--- src/rtl/cve2_mem_arbiter.sv ---
// Round-robin arbiter merging the core's instruction-fetch and data ports onto one
// single-port SRAM with fixed 1-cycle read latency. Out-of-range accesses get an error response.
module cve2_mem_arbiter #(
  parameter int unsigned MemSizeBytes = 65536,
  parameter logic [31:0] BaseAddr     = 32'h0000_0000,
  parameter int unsigned MemAddrW     = $clog2(MemSizeBytes / 4)
) (
  input  logic                clk_i,
  input  logic                rst_ni,

  input  logic                instr_req_i,
  output logic                instr_gnt_o,
  input  logic [31:0]         instr_addr_i,
  output logic                instr_rvalid_o,
  output logic [31:0]         instr_rdata_o,
  output logic                instr_err_o,

  input  logic                data_req_i,
  output logic                data_gnt_o,
  input  logic                data_we_i,
  input  logic [3:0]          data_be_i,
  input  logic [31:0]         data_addr_i,
  input  logic [31:0]         data_wdata_i,
  output logic                data_rvalid_o,
  output logic [31:0]         data_rdata_o,
  output logic                data_err_o,

  output logic                mem_req_o,
  output logic                mem_we_o,
  output logic [3:0]          mem_be_o,
  output logic [MemAddrW-1:0] mem_addr_o,
  output logic [31:0]         mem_wdata_o,
  input  logic [31:0]         mem_rdata_i
);

  typedef enum logic {
    PortInstr = 1'b0,
    PortData  = 1'b1
  } port_e;

  port_e       r_last_grant;
  logic        r_rsp_valid;
  port_e       r_rsp_port;
  logic        r_rsp_err;
  logic        r_rsp_read;

  logic        w_instr_gnt;
  logic        w_data_gnt;
  logic        w_gnt;
  logic [31:0] w_addr;
  logic [31:0] w_off;
  logic        w_in_range;
  logic        w_rsp_ok;

  // Grant selection: a lone requester wins; on a tie the port not granted last wins.
  always_comb begin
    w_instr_gnt = 1'b0;
    w_data_gnt  = 1'b0;
    if (rst_ni) begin
      w_instr_gnt = instr_req_i & (~data_req_i | (r_last_grant == PortData));
      w_data_gnt  = data_req_i & (~instr_req_i | (r_last_grant == PortInstr));
    end
  end

  assign w_gnt       = w_instr_gnt | w_data_gnt;
  assign instr_gnt_o = w_instr_gnt;
  assign data_gnt_o  = w_data_gnt;

  // Range check on the granted address; the unsigned subtraction makes addresses below
  // BaseAddr wrap to huge offsets, which fail the compare.
  always_comb begin
    w_addr     = w_data_gnt ? data_addr_i : instr_addr_i;
    w_off      = w_addr - BaseAddr;
    w_in_range = (w_off < MemSizeBytes);
  end

  // SRAM request drive; all fields held at zero when no access is issued.
  always_comb begin
    mem_req_o   = w_gnt & w_in_range;
    mem_we_o    = 1'b0;
    mem_be_o    = 4'h0;
    mem_addr_o  = '0;
    mem_wdata_o = 32'h0;
    if (mem_req_o) begin
      mem_addr_o = w_off[MemAddrW+1:2];
      if (w_data_gnt) begin
        mem_we_o    = data_we_i;
        mem_be_o    = data_be_i;
        mem_wdata_o = data_wdata_i;
      end else begin
        mem_be_o    = 4'hF;
      end
    end
  end

  // Arbitration history and response pipeline; a pending response is dropped on reset.
  always_ff @(posedge clk_i) begin
    if (!rst_ni) begin
      r_last_grant <= PortData;
      r_rsp_valid  <= 1'b0;
      r_rsp_port   <= PortInstr;
      r_rsp_err    <= 1'b0;
      r_rsp_read   <= 1'b0;
    end else if (w_gnt) begin
      r_last_grant <= w_data_gnt ? PortData : PortInstr;
      r_rsp_valid  <= 1'b1;
      r_rsp_port   <= w_data_gnt ? PortData : PortInstr;
      r_rsp_err    <= ~w_in_range;
      r_rsp_read   <= w_instr_gnt | ~data_we_i;
    end else begin
      r_rsp_valid  <= 1'b0;
      r_rsp_port   <= PortInstr;
      r_rsp_err    <= 1'b0;
      r_rsp_read   <= 1'b0;
    end
  end

  assign w_rsp_ok = r_rsp_read & ~r_rsp_err;

  // Route the single response to the port that was granted; other port sees all zeros.
  always_comb begin
    instr_rvalid_o = r_rsp_valid & (r_rsp_port == PortInstr);
    data_rvalid_o  = r_rsp_valid & (r_rsp_port == PortData);
    instr_err_o    = instr_rvalid_o & r_rsp_err;
    data_err_o     = data_rvalid_o & r_rsp_err;
    instr_rdata_o  = (instr_rvalid_o & w_rsp_ok) ? mem_rdata_i : 32'h0;
    data_rdata_o   = (data_rvalid_o & w_rsp_ok) ? mem_rdata_i : 32'h0;
  end

endmodule

--- config.mk ---
export PLATFORM = sky130hd
export DESIGN_NAME = cve2_mem_arbiter
export DESIGN_NICKNAME = d
export VERILOG_FILES = /design/src/rtl/cve2_mem_arbiter.sv
export SDC_FILE = /design/constraint.sdc
export NUM_CORES = 1
export LEC_CHECK = 0
export ABC_AREA = 0
export BUFFER_PORTS_ARGS = -buffer_cell sky130_fd_sc_hd__clkbuf_2
export CORE_AREA = 2 2 100 102
export CTS_CLUSTER_SIZE = 24
export DETAILED_ROUTE_END_ITERATION = 7
export DIE_AREA = 0 0 102 104
export SLEW_MARGIN = 15
export SYNTH_ARGS = -nofsm -noshare
export SYNTH_HDL_FRONTEND = slang
export SYNTH_SLANG_ARGS = --single-unit
--- constraint.sdc ---
create_clock -name clk_i -period 3.2 [get_ports clk_i]
set_input_delay 0.32 -clock clk_i [delete_from_list [all_inputs] [get_ports clk_i]]
set_output_delay 0.32 -clock clk_i [all_outputs]
set_load 0.01 [all_outputs]
After elaboration in Yosys (flattened, before gate mapping):

Cells that the tools add are included.

* latch bits: 0
* bits in read-only memories: 0
* flip-flop bits (word level): 5
* output and inout port bits: 122
* RAM bits: 0
* input port bits: 137
* memories: 0

* add/subtract/negate cells: 0
* $mul: 0
* magnitude comparators: 1
* reductions and logical operators: 1
* shifts and indexed selects: 0
* bitwise operators: 21
* equal/unequal tests: 0
* mux-type cells: 14
* div/mod/pow operators: 0

Operators with widths (number)
* 32-bit two-way mux: 5
* 32-bit by 17-bit less-than comparator with 1-bit output, second input constant: 1
* 14-bit two-way mux: 1
* 1-bit bitwise AND: 10
* 4-bit two-way mux: 2
* 1-bit inverter: 7
* 1-bit two-way mux: 6
* 1-bit bitwise OR: 4
* 2-bit AND reduction: 1

Depth between registers and ports, before layout:

Gate-level depths: netlist (run 1).

* word-level depth: 8
* depth in mapped cells: 6
* mapped depth without buffers: 4

Least setup slack after synthesis (run 1):

OpenSTA, ideal clock, no wires.

* path kind: input port to output port
* start point: input data_addr_i[20]
* end point: output mem_wdata_o[0]
* setup slack: 1.552 ns
* arrival time: 1.328 ns
* cell stages on the path: 4
* cell sequence: nor4_1 > nand4_1 > buf_2 > nor3_1

* word-level cells in the longest chain between the ends: 4

Ends and longest elaborated chain
* start, declared: RTL line 22 `input logic [31:0] data_addr_i,`
* 32-bit two-way mux: RTL line 72 `w_addr = w_data_gnt ? data_addr_i : instr_addr_i;`
* 32-bit by 17-bit less-than comparator with 1-bit output: RTL line 74 `w_in_range = (w_off < MemSizeBytes);`
* 1-bit bitwise AND: RTL line 79 `mem_req_o = w_gnt & w_in_range;`
* 32-bit two-way mux: RTL line 84 `if (mem_req_o) begin`
* end, declared: RTL line 32 `output logic [31:0] mem_wdata_o,`

Every way passes these cells.

Worst setup path in the final report (run 1):

* start point: register r_last_grant
* end point: output mem_be_o[3]

* word-level cells in the longest chain between the ends: 8

Ends and longest elaborated chain
* start, declared: RTL line 41 `port_e r_last_grant;`
* start signal, assigned: RTL line 99 `r_last_grant <= PortData;`
* start signal, assigned: RTL line 105 `r_last_grant <= w_data_gnt ? PortData : PortInstr;`
* 1-bit inverter: RTL line 61 `w_data_gnt = data_req_i & (~instr_req_i | (r_last_grant == PortInstr));`
* 1-bit bitwise OR: RTL line 61
* 1-bit bitwise AND: RTL line 61
* 1-bit two-way mux: RTL line 59 `if (rst_ni) begin`
* 32-bit two-way mux: RTL line 72
* 32-bit by 17-bit less-than comparator with 1-bit output: RTL line 74
* 1-bit bitwise AND: RTL line 79
* 4-bit two-way mux *: RTL line 84
* end, declared: RTL line 30 `output logic [3:0] mem_be_o,`

Every way passes the cells marked *; elsewhere a longest branch is shown, timed or not.

==> results of run 1 <==
## final timing paths
path	startpoint	endpoint	slack (ns)	cells past startpoint
max	r_last_grant	mem_be_o[3]	0.84	4
min	data_we_i	r_rsp_read	0.36	2
max reg2reg	r_last_grant	r_rsp_err	1.42	4
min reg2reg	r_last_grant	r_last_grant	0.51	2
## routing by layer
metal	global-route usage (%)	wire, um	vias to the layer above
met3	0.9409	672	2
met1	15.11	2973	1102
met4	3.524	48	0
met5	0	0	-
met2	24.44	3767	155
li1	-	-	1266
## registers in the layout, indices dropped and copies added (netlist names)
register,cells
r_rsp_read,1
r_rsp_port,1
r_last_grant,1
r_rsp_valid,1
r_rsp_err,1
## cell usage after synthesis, drive strengths merged
cell type | n | area, um^2
nor2b | 1 | 6.260
a22o | 1 | 8.760
nand2b | 2 | 12.51
buf | 13 | 66.31
inv | 54 | 202.7
nand4 | 16 | 100.1
o32ai | 18 | 277.8
o22ai | 1 | 6.260
clkbuf | 12 | 45.04
o21ai | 1 | 5.000
nor3 | 33 | 315.3
and3 | 1 | 6.260
and2 | 66 | 412.9
dfxtp | 5 | 100.1
nand2 | 2 | 7.510
and3b | 2 | 17.52
nand3 | 3 | 15.01
nor4 | 8 | 50.05
## metrics by stage
stage / cells / area, um^2 / util (%)
global route: 610 / 3077 / 32.22
finish: 610 / 3077 / 32.22
global placement: 606 / 3032 / 31.75
floorplan: 239 / 1655 / -
detailed placement: 606 / 3032 / 31.75
CTS: 610 / 3077 / 32.22
## cells by family after synthesis
logic type | Yosys count
AND/OR/NAND/NOR | 134
buffers and inverters | 79
AO/OA/AOI/OAI | 21
flip-flops | 5
## critical path, stage by stage, from the launching register on
cell and delay, ns:
dfxtp_1 0.34, nand2b_1 0.51, nand3_1 0.50, o32ai_1 0.26, clkbuf_2 0.19
## power by group through the flow
stage	clock network [mW]	registers, mW	logic [mW]
final	0.117	0.0708	0.189
after global routing	0.129	0.0719	0.211
after CTS	0.123	0.0708	0.192
after detailed placement	0	0.0717	0.191
after global placement	0	0.0714	0.187
after floorplan	0	0.0707	0.0790
## final cells by class
| cell class | instances | area (um^2) |
|---|---|---|
| Clock buffer | 4 | 45.04 |
| Timing Repair Buffer | 259 | 1309 |
| Inverter | 54 | 202.7 |
| Tap cell | 133 | 166.4 |
| Fill cell | 1029 | 6472 |
| Multi-Input combinational cell | 155 | 1254 |
| Sequential cell | 5 | 100.1 |
==> impl_results.md, run 1 <==
- Max Freq: 424.3 MHz
- Pre-CTS WS: 0.9915 ns
- Sw Ratio: 35.07%
- CP Launch Type: flip-flop
- Cells after synthesis: 239
- CTS H-tree depth: 1
- #FFs+latches synth: 5
- GPL Wtd Cong: 0.7456
- Status: completed
- Final hold vios: 0
- Syn avg cell area: 6.926 um^2
- Seq/Total Area, Yosys: 6.047%
- Internal Pwr Total: 0.2445 mW
- Routed WL: 7.461 mm
- GRT Total Usage: 12.88%
- Adder-cell share of the synthesized area: 0%
- Worst Skew: 0.005871 ns
- Setup Buffers After CTS: 0
- First-pass GRT wire length: 11.01 mm
- Total die area: 10610 um^2
- Commonest non-fill, non-tap cell in the layout: clkbuf_2
- Synthesized area: 1655 um^2
- # IOs: 259
- Clock-pin slew on the worst setup and hold paths: 0.04 ns
- Fin crit share: 73.65%
- Row count: 36
- Starting density of the core: 17.33%
- Wirelength per Cell: 12.23 um
- Die height: 104 um
- Most frequent cells in the layout: 254 x clkbuf_2, 66 x and2_1, 54 x inv_1
- Layout cell share with drive strength beyond 1: 64.78%
- Final WS setup: 0.8433 ns
- CTS hold repair buffers: 0
- Compound-gate portion of the synthesized area: 17.99%
- Num CTS Buffers: 3
- Worst Path Arrival: 2.04 ns
- P&R area growth vs syn: 85.87%
- Hold Crit Class: primary input to flip-flop
- Drt drc: 0
- RSZ-0062 raised after global routing: no
- Post-synthesis mux area share: 0%
- Via count: 2525
- CTS tree: built
- Congestion Overflow GR: 0
- Max IR drop VDD: 83.19 uV
- Hold_ws: 0.3571 ns
- CP Capture Type: primary output
- Max Slew Vio Count: 0
- Cell Pwr Density: 122.4 nW/um^2
- ANT nets after route: 0
- Vias in the first global route: 2307
- CP required: 2.88 ns
- Worst Path Max Fanout: 16
- Max-cap violation count: 0
- Drt pass-1 iters: 4
- Root Buffer: clkbuf_8
- Logic pwr share: 50.1%
- Share of power burned in registers: 18.8%
- Worst skew pair latency: 0.22 ns
- Antenna violations before repair: 0
- Syn nets: 376
- Post-synthesis cell type count: 22
- Setup CP Type: flip-flop to primary output
- Iteration-0 DRC Markers: 86
- Overall Power: 0.3766 mW
- Dpl hpwl: 6.565 mm
- Clk pwr share: 31.1%
- Fin nets: 615
- Synth Area in XOR/XNOR: 0%
- Largest net degree at the start of global routing: 54
- Rel. slew slack: 46.68%
- # setup viols final: 0
- Min cycle time layout: 2.357 ns
- Die W: 102 um
- CORE AREA: 9549 um^2
- Simple-gate share of the synthesized area: 56.99%
- Clock sinks: 5
- Sw Pwr: 0.1321 mW
- CTS resizes: 0
- Setup_tns: 0 ns
- Lkg Pwr: 1.803 nW
- Vias per inst: 4.139
- Main combinational cell family by area after synthesis: simple AND/OR/NAND/NOR gates
- Yosys warnings: 0
- Slew @ Worst Pin: 0.7998 ns
- N_diodes: 0
- Clock buffer depth: 2
- Port bufs: 254
Power figures use the tool's default switching activity.
==> run 2, diff against run 1 <==
Clock period 3.2 ns to 2.1 ns, I/O delays scaled along.
==> run 2 against run 1 <==
Against the previous run: cell area up 2.0%; sequential share of layout area down 0.065 points; via count up 2.5%; largest cell class unchanged; die area unchanged; core utilization up 0.66 points; sequential power up 53%; global-route usage down 0.30 points; clock skew up 0.0018 ns; register-to-register slack worse by 0.65 ns; worst setup slack worse by 0.63 ns; critical path depth up 1; final cell count up 0.82%.
==> impl_results.md, run 2 (same netlist as run 1, synthesis figures left out) <==
- CTS H-tree depth: 1
- Worst Path Arrival: 1.67 ns
- Die W: 102 um
- Setup CP Type: flip-flop to primary output
- R2R Path Start: r_last_grant
- # setup viols final: 0
- Wirelength per Cell: 12.12 um
- First-pass GRT wire length: 10.72 mm
- Layout Utilization: 32.87%
- Worst skew pair latency: 0.22 ns
- Fin nets: 620
- Status: completed
- Root Buffer: clkbuf_8
- Fin crit share: 89.72%
- Most frequent cells in the layout: 254 x clkbuf_2, 66 x and2_1, 54 x inv_1
- # IOs: 259
- Clock-pin slew on the worst setup and hold paths: 0.04 ns
- Vias in the first global route: 2237
- Worst Skew: 0.007719 ns
- Setup_tns: 0 ns
- Max Freq: 530.7 MHz
- Max IR drop VDD: 96.19 uV
- Lkg Pwr: 1.836 nW
- Clk pwr share: 30.8%
- Logic pwr share: 50.7%
- Rel. slew slack: 65.35%
- Design Area, Final: 3139 um^2
- Worst Path Max Fanout: 24
- Congestion Overflow GR: 0
- CP Capture Type: primary output
- CP required: 1.89 ns
- CORE AREA: 9549 um^2
- Max-cap violation count: 0
- Die height: 104 um
- Setup Buffers After CTS: 0
- N_diodes: 0
- GPL Wtd Cong: 0.7580
- Vias per inst: 4.210
- GRT Total Usage: 12.57%
- ANT nets after route: 0
- Routed WL: 7.452 mm
- Via count: 2589
- Dpl cells: 611
- Sw Ratio: 34.73%
- Final hold vios: 0
- CTS tree: built
- Largest net degree at the start of global routing: 54
- CTS resizes: 0
- Worst hold path startpoint: data_we_i
- Hold Crit Class: primary input to flip-flop
- RSZ-0062 raised after global routing: no
- Iteration-0 DRC Markers: 48
- Share of power burned in registers: 18.5%
- Clock buffer depth: 2
- P&R area growth vs syn: 89.64%
- Num CTS Buffers: 3
- CTS hold repair buffers: 0
- Min cycle time layout: 1.884 ns
- Total die area: 10610 um^2
- Post-Layout Cell Count: 615
- Hold_ws: 0.2535 ns
- Cell Pwr Density: 185.2 nW/um^2
- CP Launch Type: flip-flop
- Antenna violations before repair: 0
- Dpl hpwl: 6.604 mm
- Drt pass-1 iters: 4
- Slew @ Worst Pin: 0.5183 ns
- Internal Pwr Total: 0.3796 mW
- Clock sinks: 5
- Crit path from: r_last_grant
- Max Slew Vio Count: 0
- Port bufs: 254
- Sw Pwr: 0.2019 mW
- Drt drc: 0
- Starting density of the core: 17.33%
- Layout cell share with drive strength beyond 1: 65.15%
- Commonest non-fill, non-tap cell in the layout: clkbuf_2
- Row count: 36
- Placed Area: 3094 um^2
## run 2: changes by cell type in the layout (fill, tap and decap cells not counted), sizes merged
cell	before	now
buf	5	10
## run 2: critical path, stage by stage (launching register included)
cell and delay (ns):
dfxtp_1 0.31, nand2_1 0.10, nand3_4 0.31, buf_4 0.37, nor3_2 0.19, clkbuf_2 0.15
## run 2: routing by layer
layer	wire [um]	part of all wire [%]	track usage (%)	vias to the layer above
li1	-	-	-	1277
met1	3042	41	14.61	1152
met2	3733	50	24.15	158
met3	622	8.3	0.9409	2
met4	55	0.74	3.143	0
met5	0	0	0	-
## run 2: power by group through the flow
| stage | combinational, mW | sequential, mW | clock, mW |
|---|---|---|---|
| after floorplan | 0.120 | 0.108 | 0 |
| after global placement | 0.292 | 0.109 | 0 |
| after detailed placement | 0.299 | 0.109 | 0 |
| after CTS | 0.300 | 0.108 | 0.189 |
| after global routing | 0.328 | 0.108 | 0.196 |
| final | 0.295 | 0.108 | 0.179 |
## run 2: worst paths after layout
| path | end | slack (ns) | depth (start not counted) |
|---|---|---|---|
| worst max-delay path | mem_wdata_o[19] | 0.22 | 5 |
| worst min-delay path | r_rsp_read | 0.25 | 2 |
| worst max register to register | r_rsp_err | 0.77 | 4 |
| worst min register to register | r_last_grant | 0.50 | 2 |
## run 2: metrics by stage
| step | power [mW] | setup WS, ns |
|---|---|---|
| 2_1_floorplan | 0.2280 | 0.6717 |
| 4_1_cts | 0.5966 | 0.1615 |
| 6_report | 0.5815 | 0.2159 |
| 3_5_place_dp | 0.4081 | 0.3225 |
| 3_3_place_gp | 0.4011 | 0.4243 |
| 5_1_grt | 0.6325 | 0.07073 |
## run 2: final cells by class
class | count | area (um^2)
tap | 133 | 166.4
inverter | 54 | 202.7
clock buffer | 4 | 45.04
multi-input combinational | 155 | 1254
sequential | 5 | 100.1
fill | 1035 | 6410
timing repair buffer | 264 | 1371
